<file path="src/rtl/ps2_key_decoder.sv">
// PS/2 set-2 scan code to ASCII decoder with make/break, E0, Shift and Caps
// tracking, feeding a small first-word-fall-through FIFO polled by the CPU.
module ps2_key_decoder #(
  parameter int DEPTH = 8
) (
  input  logic       clk,
  input  logic       rst,
  input  logic [7:0] ps2_data,
  input  logic       ps2_ready,
  output logic       ps2_rdn,
  input  logic       key_rd,
  output logic [7:0] key_dout,
  output logic       key_ready,
  output logic       key_overflow
);

  localparam int AW = $clog2(DEPTH);
  localparam int PW = AW + 1;

  localparam logic [7:0] SC_BREAK  = 8'hF0;
  localparam logic [7:0] SC_EXT    = 8'hE0;
  localparam logic [7:0] SC_LSHIFT = 8'h12;
  localparam logic [7:0] SC_RSHIFT = 8'h59;
  localparam logic [7:0] SC_CAPS   = 8'h58;

  typedef enum logic [1:0] {
    IDLE   = 2'd0,
    POP    = 2'd1,
    DECODE = 2'd2
  } state_t;

  state_t     state, state_next;
  logic [7:0] byte_r;
  logic       brk, ext, shift, caps;

  logic       push;
  logic [7:0] push_char;
  logic [7:0] letter_lc;
  logic [15:0] digit_pair;

  logic [7:0]    mem [DEPTH];
  logic [PW-1:0] wr_ptr, rd_ptr;
  logic          empty, full, pop, wr_en;

  // Lowercase ASCII for a letter make code, 0 when the code is not a letter.
  function automatic logic [7:0] letter_of(input logic [7:0] code);
    logic [7:0] ch;
    case (code)
      8'h1C: ch = "a";  8'h32: ch = "b";  8'h21: ch = "c";  8'h23: ch = "d";
      8'h24: ch = "e";  8'h2B: ch = "f";  8'h34: ch = "g";  8'h33: ch = "h";
      8'h43: ch = "i";  8'h3B: ch = "j";  8'h42: ch = "k";  8'h4B: ch = "l";
      8'h3A: ch = "m";  8'h31: ch = "n";  8'h44: ch = "o";  8'h4D: ch = "p";
      8'h15: ch = "q";  8'h2D: ch = "r";  8'h1B: ch = "s";  8'h2C: ch = "t";
      8'h3C: ch = "u";  8'h2A: ch = "v";  8'h1D: ch = "w";  8'h22: ch = "x";
      8'h35: ch = "y";  8'h1A: ch = "z";
      default: ch = 8'h00;
    endcase
    return ch;
  endfunction

  // {shifted, plain} ASCII for a digit-row make code, 0 when not a digit key.
  function automatic logic [15:0] digit_of(input logic [7:0] code);
    logic [15:0] pair;
    case (code)
      8'h16: pair = {"!", "1"};
      8'h1E: pair = {"@", "2"};
      8'h26: pair = {"#", "3"};
      8'h25: pair = {"$", "4"};
      8'h2E: pair = {"%", "5"};
      8'h36: pair = {"^", "6"};
      8'h3D: pair = {"&", "7"};
      8'h3E: pair = {"*", "8"};
      8'h46: pair = {"(", "9"};
      8'h45: pair = {")", "0"};
      default: pair = 16'h0000;
    endcase
    return pair;
  endfunction

  assign letter_lc  = letter_of(byte_r);
  assign digit_pair = digit_of(byte_r);

  // State register; ps2_rdn is registered from the next state so it is low
  // for exactly the cycle the FSM sits in POP.
  always_ff @(posedge clk) begin
    // NOTE: sequential state uses non-blocking assignments so every register
    // samples pre-edge values regardless of process evaluation order.
    if (rst) begin
      state   <= IDLE;
      ps2_rdn <= 1'b1;
    end else begin
      state   <= state_next;
      ps2_rdn <= (state_next != POP);
    end
  end

  always_comb begin
    state_next = state;
    case (state)
      IDLE:    if (ps2_ready) state_next = POP;
      POP:     state_next = DECODE;
      DECODE:  state_next = IDLE;
      default: state_next = IDLE;
    endcase
  end

  // Output decode: which character, if any, the byte in DECODE produces.
  always_comb begin
    // NOTE: every output gets a default first so no path leaves it unassigned,
    // which would otherwise infer a latch.
    push      = 1'b0;
    push_char = 8'h00;
    if (state == DECODE && byte_r != SC_BREAK && byte_r != SC_EXT && !brk) begin
      if (ext) begin
        case (byte_r)
          8'h75: begin push = 1'b1; push_char = 8'h80; end
          8'h72: begin push = 1'b1; push_char = 8'h81; end
          8'h6B: begin push = 1'b1; push_char = 8'h82; end
          8'h74: begin push = 1'b1; push_char = 8'h83; end
          default: push = 1'b0;
        endcase
      end else if (letter_lc != 8'h00) begin
        push      = 1'b1;
        push_char = (shift ^ caps) ? (letter_lc - 8'h20) : letter_lc;
      end else if (digit_pair != 16'h0000) begin
        push      = 1'b1;
        push_char = shift ? digit_pair[15:8] : digit_pair[7:0];
      end else begin
        case (byte_r)
          8'h29: begin push = 1'b1; push_char = 8'h20; end
          8'h5A: begin push = 1'b1; push_char = 8'h0D; end
          8'h66: begin push = 1'b1; push_char = 8'h08; end
          8'h76: begin push = 1'b1; push_char = 8'h1B; end
          8'h0D: begin push = 1'b1; push_char = 8'h09; end
          default: push = 1'b0;
        endcase
      end
    end
  end

  always_ff @(posedge clk) begin
    if (rst) begin
      byte_r <= 8'h00;
    end else if (state == IDLE && ps2_ready) begin
      byte_r <= ps2_data;
    end
  end

  // Prefix and modifier tracking; prefixes apply only to the next non-prefix byte.
  always_ff @(posedge clk) begin
    if (rst) begin
      brk   <= 1'b0;
      ext   <= 1'b0;
      shift <= 1'b0;
      caps  <= 1'b0;
    end else if (state == DECODE) begin
      if (byte_r == SC_BREAK) begin
        brk <= 1'b1;
      end else if (byte_r == SC_EXT) begin
        ext <= 1'b1;
      end else begin
        brk <= 1'b0;
        ext <= 1'b0;
        if (byte_r == SC_LSHIFT || byte_r == SC_RSHIFT) shift <= ~brk;
        if (byte_r == SC_CAPS && !brk) caps <= ~caps;
      end
    end
  end

  assign empty = (wr_ptr == rd_ptr);
  assign full  = (wr_ptr[AW] != rd_ptr[AW]) && (wr_ptr[AW-1:0] == rd_ptr[AW-1:0]);
  assign pop   = key_rd && !empty;
  // A pop in the same cycle frees the slot, so a push into a full FIFO proceeds.
  assign wr_en = push && (!full || pop);

  always_ff @(posedge clk) begin
    // NOTE: the storage array has no reset; the pointers alone define which
    // entries are valid, and the read port is forced to 0 while empty.
    if (wr_en) mem[wr_ptr[AW-1:0]] <= push_char;
  end

  always_ff @(posedge clk) begin
    if (rst) begin
      wr_ptr       <= '0;
      rd_ptr       <= '0;
      key_overflow <= 1'b0;
    end else begin
      if (wr_en) wr_ptr <= wr_ptr + 1'b1;
      if (pop)   rd_ptr <= rd_ptr + 1'b1;
      if (push && full && !pop) key_overflow <= 1'b1;
    end
  end

  assign key_ready = !empty;
  assign key_dout  = empty ? 8'h00 : mem[rd_ptr[AW-1:0]];

endmodule

</file>
<file path="config.mk">
export PLATFORM = sky130hd
export DESIGN_NAME = ps2_key_decoder
export DESIGN_NICKNAME = d
export VERILOG_FILES = /design/src/rtl/ps2_key_decoder.sv
export SDC_FILE = /design/constraint.sdc
export NUM_CORES = 1
export LEC_CHECK = 0
export ABC_AREA = 0
export CORE_MARGIN = 8
export CORE_UTILIZATION = 60
export CTS_BUF_LIST = sky130_fd_sc_hd__clkbuf_2 sky130_fd_sc_hd__clkbuf_4 sky130_fd_sc_hd__clkbuf_8
export DETAILED_ROUTE_END_ITERATION = 10
export PLACE_DENSITY_LB_ADDON = 0.08
export SETUP_SLACK_MARGIN = 0.3
export SYNTH_ARGS = -nofsm -noshare
export SYNTH_HDL_FRONTEND = slang
export SYNTH_SLANG_ARGS = --single-unit
</file>
<file path="constraint.sdc">
create_clock -name clk -period 8.5 [get_ports clk]
set_clock_uncertainty 0.05 [all_clocks]
set_input_delay 1.7 -clock clk [delete_from_list [all_inputs] [get_ports clk]]
set_output_delay 1.7 -clock clk [all_outputs]
set_load 0.05 [all_outputs]
</file>
==> impl_metrics.json, run 1 <==
{
  "cts_max_level": 3,
  "fin_tns_setup_ns": 0,
  "n_antenna_cell": 0,
  "max_slew_margin_pct": 28.4,
  "async_flop_share_pct": 0,
  "core_um2": 8640,
  "crit_path_top_delay_cell": "dfxtp_1",
  "hold_buffers": 0,
  "overflow": 0,
  "ios": 23,
  "period_minus_slack_ns": 4.73,
  "synth_edf_count": 64,
  "nFillCells": 667,
  "die_area_um2": 12100,
  "hp-start": "key_overflow",
  "chipHeight_um": 110,
  "arrival_ns": 2.98,
  "synth_common_cells": "edfxtp_1, nor2_1, dfxtp_1",
  "cts_sinks": 97,
  "multi_input_comb_area_um2": 2510,
  "r2r_start": "byte_r[3]",
  "p_leak_uw": 0.00193,
  "grt_pass1_wl_um": 18700,
  "cp_cell_sequence": "mux4_2 -> mux2i_1 -> nor2_1 -> clkdlybuf4s50_1",
  "status": "completed",
  "ir_drop_v": 0.0000734,
  "path_clk_slew_ns": 0.10,
  "track_usage_pct": 20.2,
  "dr.pass1.iters": 5,
  "seq_area_frac_synth_pct": 48.6,
  "drtIter0Drc": 205,
  "syn_to_final_growth_pct": 7.61,
  "die_w_um": 110,
  "synth_nets": 499,
  "worstPathRequired_ns": 6.75,
  "yosysUniqueCellTypes": 79,
  "route.detailed.drc": 0,
  "cts_inserted_buffers": 9,
  "seq_area_um2": 2580,
  "netlist_instances": 476,
  "synth_area_leaders": "edfxtp_1, dfxtp_1, mux4_2",
  "worstSetupEndpointType": "output pin",
  "wirelength_um": 11600,
  "avgViaCountPerCell": 6.40,
  "hold_viol_final": 0,
  "synth-main-ff-cell": "edfxtp_1",
  "pre_cts_slack_ns": 3.88,
  "reg2reg_setup_slack_ns": 5.36,
  "ant_nets": 0,
  "cts_setup_buffers": 0,
  "drive_gt1_share_pct": 12.6,
  "fin_crit_sh_pct": 55.7,
  "yosysMostFrequentCell": "edfxtp_1",
  "startpoint_type": "flop",
  "cpPeakStageDelay_ns": 1.04,
  "antenna_found_initial": 0,
  "layout_setup_ws_ns": 3.77,
  "wire_per_inst_um": 19.6,
  "postLayoutCoreUtil_pct": 66.2,
  "cts_resized": 0,
  "holdPathStages": 1,
  "rsz0062_at_grt": "no",
  "critPathMaxFanout": 16,
  "ys_warn_count": 0,
  "tritoncts": "done",
  "clock_latency_ns": 0.36,
  "port_buffers": 22,
  "power_density_nw_per_um2": 159,
  "synth_top_area_cell": "edfxtp_1",
  "syn_area_per_cell_um2": 11.2,
  "tightest_slew_ns": 1.07,
  "nets": 501,
  "start_util_pct": 61.5,
  "max_freq_mhz": 211,
  "row_count": 34,
  "setup_violations": 0,
  "clk_path_buf_depth": 2,
  "r2r_cells": 6,
  "fin_cells": 591,
  "critPathKind": "reg2out",
  "grt_max_degree": 44,
  "max_cap_violations": 0,
  "finalWeightedCongestion": 0.935,
  "dp_cells": 575,
  "ys_ff_latch": 97,
  "mappedNetlistArea_um2": 5310,
  "first_global_vias": 3615,
  "cts_root_buffer": "clkbuf_8",
  "dp_hpwl_um": 8260,
  "hold_path.class": "reg2reg",
  "synth_top_area_share_pct": 36.2,
  "slew_viol_final": 0,
  "via_count": 3780
}
layout make-up:
type	instances	share of cell area [%]
Clock buffer	9	2.17
Clock inverter	7	1.25
Inverter	15	0.986
Multi-Input combinational cell	331	43.9
Sequential cell	97	45.2
Tap cell	108	2.37
Timing Repair Buffer	24	4.12
registers in the layout (all words and copies together) (netlist names), named ones only:
signal	cells
wr_ptr	4
key_overflow	1
rd_ptr	4
byte_r	8
caps	1
brk	1
state	2
mem	64
ps2_rdn	1
shift	1
ext	1
stage by stage:
stage	instance area (um2)	power, uW	hold slack (ns)
final	5710	911	0.454
after global routing	5710	945	0.474
after CTS	5710	914	0.456
after detailed placement	5520	635	0.429
after global placement	5520	635	0.416
after floorplan	5310	607	0.420
metal layers:
layer | vias up | global-route usage, % | routed length (um)
met5 | - | 0 | 0
met4 | 0 | 7.14 | 247
met3 | 21 | 3.84 | 632
met2 | 123 | 35.7 | 5880
met1 | 1829 | 23.8 | 4850
li1 | 1807 | - | -
worst max-delay path, delay by kind of cell, from the launching register on:
kind	cells	cell delay, ns
muxes	2	0.80
buffers and inverters	1	0.72
DFF	1	1.04
and+or+nand+nor	1	0.06
cell usage in the layout (no fill, tap or decap), types with 12 or more instances in the layout:
cell type,Yosys,layout
nor3_1,14,14
a21oi_1,29,29
mux2i_1,16,16
nand2_1,21,21
clkdlybuf4s50_1,0,22
nor2_1,47,47
nand2b_1,18,18
mux4_2,16,16
nand3_1,12,12
inv_1,12,12
dfxtp_1,33,33
edfxtp_1,64,64
report_power, final:
part	total, uW	leakage [uW]	internal (uW)	switching, uW
Combinational	106	0.000926	42.3	63.4
Clock	285	0.0000941	115	171
Sequential	520	0.000913	503	17.1
cells by family after synthesis:
group	count (synthesis)	synth area share [%]
buffers and inverters	48	4.10
muxes	37	10.9
DFF	97	48.6
xor gates and xnor gates	13	2.14
adders and majority gates	11	2.59
and+or+nand+nor	181	19.4
AOI/OAI and AO/OA	89	12.2
final timing paths:
kind | endpoint
setup / recovery | key_dout[6]
hold / removal | key_overflow
hold reg to reg | key_overflow
setup reg to reg | mem[7][3]
(Power assumes the default switching activity.)
==> inputs of run 2 (changes only) <==
- CORE_UTILIZATION: 60 -> 57
- clock period: 8.5 -> 3.85 ns (I/O delays scaled with it)
==> run 2 against run 1 <==
Against the previous run: final area rose by 1.2%; highest routed layer unchanged; combinational power increased by 130%; worst hold slack worse by 0.0081 ns; power grew 120%.
==> impl_metrics.json, run 2 (synthesis results as in run 1) <==
{
  "status": "completed",
  "cts_setup_buffers": 0,
  "crit_path_top_delay_cell": "dfxtp_1",
  "cts_sinks": 97,
  "hold_path.class": "reg2reg",
  "die_area_um2": 12700,
  "fin_tns_setup_ns": 0,
  "cts_inserted_buffers": 9,
  "rsz0062_at_grt": "no",
  "worstSetupEndpointType": "output pin",
  "cp_cell_sequence": "mux4_2 -> mux2i_1 -> nor2_1 -> clkdlybuf4s50_1",
  "cts_resized": 0,
  "path_buf_inv": 1,
  "row_count": 35,
  "period_minus_slack_ns": 3.41,
  "wire_per_inst_um": 19.5,
  "syn_to_final_growth_pct": 8.91,
  "chipHeight_um": 113,
  "cpPeakStageDelay_ns": 0.85,
  "antenna_found_initial": 0,
  "fin_crit_sh_pct": 88.6,
  "avgViaCountPerCell": 6.20,
  "port_buffers": 22,
  "nets": 509,
  "tritoncts": "done",
  "hold_viol_final": 0,
  "tightest_slew_ns": 0.847,
  "arrival_ns": 2.59,
  "setup_violations": 0,
  "startpoint_type": "flop",
  "track_usage_pct": 19.2,
  "nFillCells": 740,
  "worstPathRequired_ns": 3.03,
  "max_cap_violations": 0,
  "largest_reg_flops": 64,
  "dr.pass1.iters": 5,
  "via_count": 3735,
  "ir_drop_v": 0.000223,
  "start_util_pct": 58.0,
  "first_global_vias": 3696,
  "max_slew_margin_pct": 43.2,
  "critPathKind": "reg2out",
  "cts_max_level": 3,
  "clk_path_buf_depth": 2,
  "dp_hpwl_um": 8350,
  "critPathMaxFanout": 16,
  "path_clk_slew_ns": 0.11,
  "ant_nets": 0,
  "grt_max_degree": 24,
  "final_common_cell": "edfxtp_1",
  "clock_latency_ns": 0.36,
  "n_antenna_cell": 0,
  "slew_viol_final": 0,
  "worst_path_dominant_cell_family": "flip-flops",
  "finalWeightedCongestion": 0.941,
  "p_leak_uw": 0.00198,
  "max_freq_mhz": 293,
  "holdWs_ns": 0.446,
  "route.detailed.drc": 0,
  "grt_pass1_wl_um": 19200,
  "drtIter0Drc": 284,
  "drive_gt1_share_pct": 14.1,
  "hold_buffers": 0,
  "wirelength_um": 11700,
  "die_w_um": 113,
  "power_density_nw_per_um2": 354,
  "final_cell_mix": "edfxtp_1, nor2_1, dfxtp_1",
  "overflow": 0,
  "core_um2": 9150,
  "ios": 23,
  "cts_root_buffer": "clkbuf_8"
}
-- run 2: cell count changes in the layout (fill, tap and decap cells not counted) --
cell        change
clkinv_4        +1
clkinvlp_2      -1
clkinvlp_4      -1
buf_4           +8
inv_6           +1
-- run 2: final cells by class --
class	count	area, um2	share of cell area, %
clock buffer	9	124	2.14
inverter	15	56.3	0.974
tap	111	139	2.40
sequential	97	2580	44.7
multi-input combinational	331	2510	43.4
clock inverter	7	76.3	1.32
timing repair buffer	32	295	5.11
-- run 2: path summary, 6_finish.rpt --
kind / from / endpoint / cells after the start / slack [ns]
setup / recovery: flop / key_dout[0] / 4 / 0.44
setup reg to reg: byte_r[1] / mem[3][5] / 6 / 0.76
hold / removal: key_overflow / key_overflow / 1 / 0.45
hold reg to reg: key_overflow / key_overflow / 1 / 0.45
-- run 2: per-stage QoR --
step / cell area [um2] / utilization [%] / setup WS [ns] / total power, uW / std cells
detailed placement: 5580 / 61.0 / 0.319 / 1410 / 586
floorplan: 5310 / - / 0.854 / 1340 / 476
finish: 5780 / 63.2 / 0.437 / 2050 / 602
global route: 5780 / 63.2 / 0.302 / 2120 / 602
CTS: 5780 / 63.2 / 0.396 / 2060 / 602
global placement: 5580 / 61.0 / 0.282 / 1410 / 586
-- run 2: per-layer routing --
layer	global-route usage, %	share of wire, %	up-vias
li1	-	-	1812
met1	23.4	44	1796
met2	32.6	49	104
met3	3.27	3.9	23
met4	8.45	2.8	0
met5	0	0	-
-- run 2: worst register-to-register path: stages (launching register included) --
cell and delay, ns:
dfxtp_1 0.73, or4bb_1 0.62, o22ai_1 0.22, a211o_1 0.19
nor3_2 0.09, a21oi_4 0.28, and4b_1 0.56
-- run 2: power breakdown --
part / internal, uW / leakage, uW / total, uW / switching (uW)
clock: 259 / 0.000103 / 659 / 400
sequential: 1110 / 0.000913 / 1140 / 32.0
combinational: 99.5 / 0.000967 / 247 / 147
total: 1470 / 0.00198 / 2050 / 579
==> inputs of run 3 (changes only) <==
- CORE_UTILIZATION: 57 -> 60
- CTS_BUF_LIST: sky130_fd_sc_hd__clkbuf_2 sky130_fd_sc_hd__clkbuf_4 sky130_fd_sc_hd__clkbuf_8 -> sky130_fd_sc_hd__clkbuf_4 sky130_fd_sc_hd__clkbuf_8
- clock period: 3.85 -> 3.2 ns (I/O delays scaled with it)
==> run 3 against run 2 <==
Against the previous run: die area is 4.3% lower; final area is 4.7% higher; power is 22% higher; largest cell class unchanged.
==> impl_metrics.json, run 3 (synthesis results as in run 1) <==
{
  "grt_max_degree": 28,
  "die_area_um2": 12100,
  "avgViaCountPerCell": 6.21,
  "dp_hpwl_um": 8980,
  "cts_setup_buffers": 0,
  "drtIter0Drc": 216,
  "dr.pass1.iters": 7,
  "fin_crit_sh_pct": 86.4,
  "hold_path.class": "reg2reg",
  "period_minus_slack_ns": 2.76,
  "setup_violations": 0,
  "cts_sinks": 97,
  "path_clk_slew_ns": 0.11,
  "dr_wl_met3_um": 597,
  "fin_tns_setup_ns": 0,
  "max_cap_violations": 0,
  "via_count": 3940,
  "start_util_pct": 61.5,
  "wl_met1_um": 5030,
  "status": "completed",
  "cts_inserted_buffers": 9,
  "p_total_uw": 2490,
  "port_buffers": 22,
  "finalWeightedCongestion": 0.904,
  "core_um2": 8640,
  "overflow": 0,
  "p_leak_uw": 0.00218,
  "ios": 23,
  "final_cell_mix": "edfxtp_1, buf_4, nor2_1",
  "cts_root_buffer": "clkbuf_8",
  "syn_to_final_growth_pct": 14.0,
  "worstSetupEndpointType": "flop",
  "wirelength_um": 12200,
  "wire_per_inst_um": 19.3,
  "cts_max_level": 3,
  "max_slew_margin_pct": 52.7,
  "track_usage_pct": 20.8,
  "first_global_vias": 3768,
  "largest_reg_flops": 64,
  "placed_area_um2": 5820,
  "wl_met2_um": 6320,
  "die_w_um": 110,
  "critPathKind": "in2reg",
  "antenna_found_initial": 0,
  "power_density_nw_per_um2": 411,
  "ant_nets": 0,
  "slew_viol_final": 0,
  "final_common_cell": "edfxtp_1",
  "chipHeight_um": 110,
  "worstPathRequired_ns": 3.39,
  "clk_path_buf_depth": 2,
  "rsz0062_at_grt": "no",
  "startpoint_type": "input port",
  "tritoncts": "done",
  "grt_pass1_wl_um": 19300,
  "clock_latency_ns": 0.36,
  "max_freq_mhz": 362,
  "nFillCells": 644,
  "top_layer": "met4",
  "hold_viol_final": 0,
  "n_antenna_cell": 0,
  "route.detailed.drc": 0,
  "row_count": 34,
  "critPathMaxFanout": 8,
  "tightest_slew_ns": 0.708,
  "final_area_um2": 6050,
  "nets": 544,
  "ir_drop_v": 0.000353,
  "drive_gt1_share_pct": 22.8,
  "arrival_ns": 2.95
}
run 3: cell count changes in the layout (fill, tap and decap cells not counted), moves of 2 or more:
cell             change
buf_4               +43
clkdlybuf4s50_1      -9
a21oi_1              -3
a21oi_2              +3
dfxtp_1              -2
dfxtp_2              +2
or3b_4               +2
run 3: metal layers:
metal  vias to the layer above  track usage [%]
li1                       1882                -
met1                      1904             25.2
met2                       127             36.3
met3                        27             3.43
met4                         0             8.10
met5                         -                0
run 3: power by group:
part / switching (uW) / internal, uW
registers: 33.4 / 1340
logic: 193 / 146
clock network: 474 / 307
run 3: metrics by stage:
stage	setup slack, ns	utilization (%)	hold WS, ns	cells
floorplan	0.334	-	0.420	476
global placement	-0.0143	67.4	0.417	618
detailed placement	-0.0534	67.4	0.430	618
CTS	0.304	69.7	0.467	634
global route	0.299	70.1	0.488	634
finish	0.436	70.1	0.459	634
run 3: final timing paths:
kind	start	end	slack (ns)	cells past startpoint
worst max-delay path	ps2_ready	flop	0.44	10
worst min-delay path	key_overflow	key_overflow	0.46	1
worst max register to register	byte_r[4]	mem[3][4]	0.44	8
worst min register to register	key_overflow	key_overflow	0.46	1
run 3: worst max-delay path: stages:
cell             delay, ns
clkdlybuf4s50_1       0.49
nor3b_4               0.27
buf_4                 0.19
mux2i_1               0.19
buf_4                 0.17
nor2_4                0.04
buf_4                 0.17
ha_1                  0.31
o221ai_1              0.13
a311o_1               0.34
run 3: area by class of cell:
cell class,instances,area (um2),area share [%]
clock inverter,7,72.6,1.20
timing repair buffer,67,537,8.87
multi-input combinational,331,2540,42.0
inverter,15,56.3,0.930
clock buffer,9,124,2.05
tap,108,135,2.23
sequential,97,2580,42.7
run 3: what timing repair did:
action,in CTS,in global routing
setup endpoints to repair,9,34
resized for setup,2,11
hold buffers,0,0
endpoints found under the hold margin,0,0
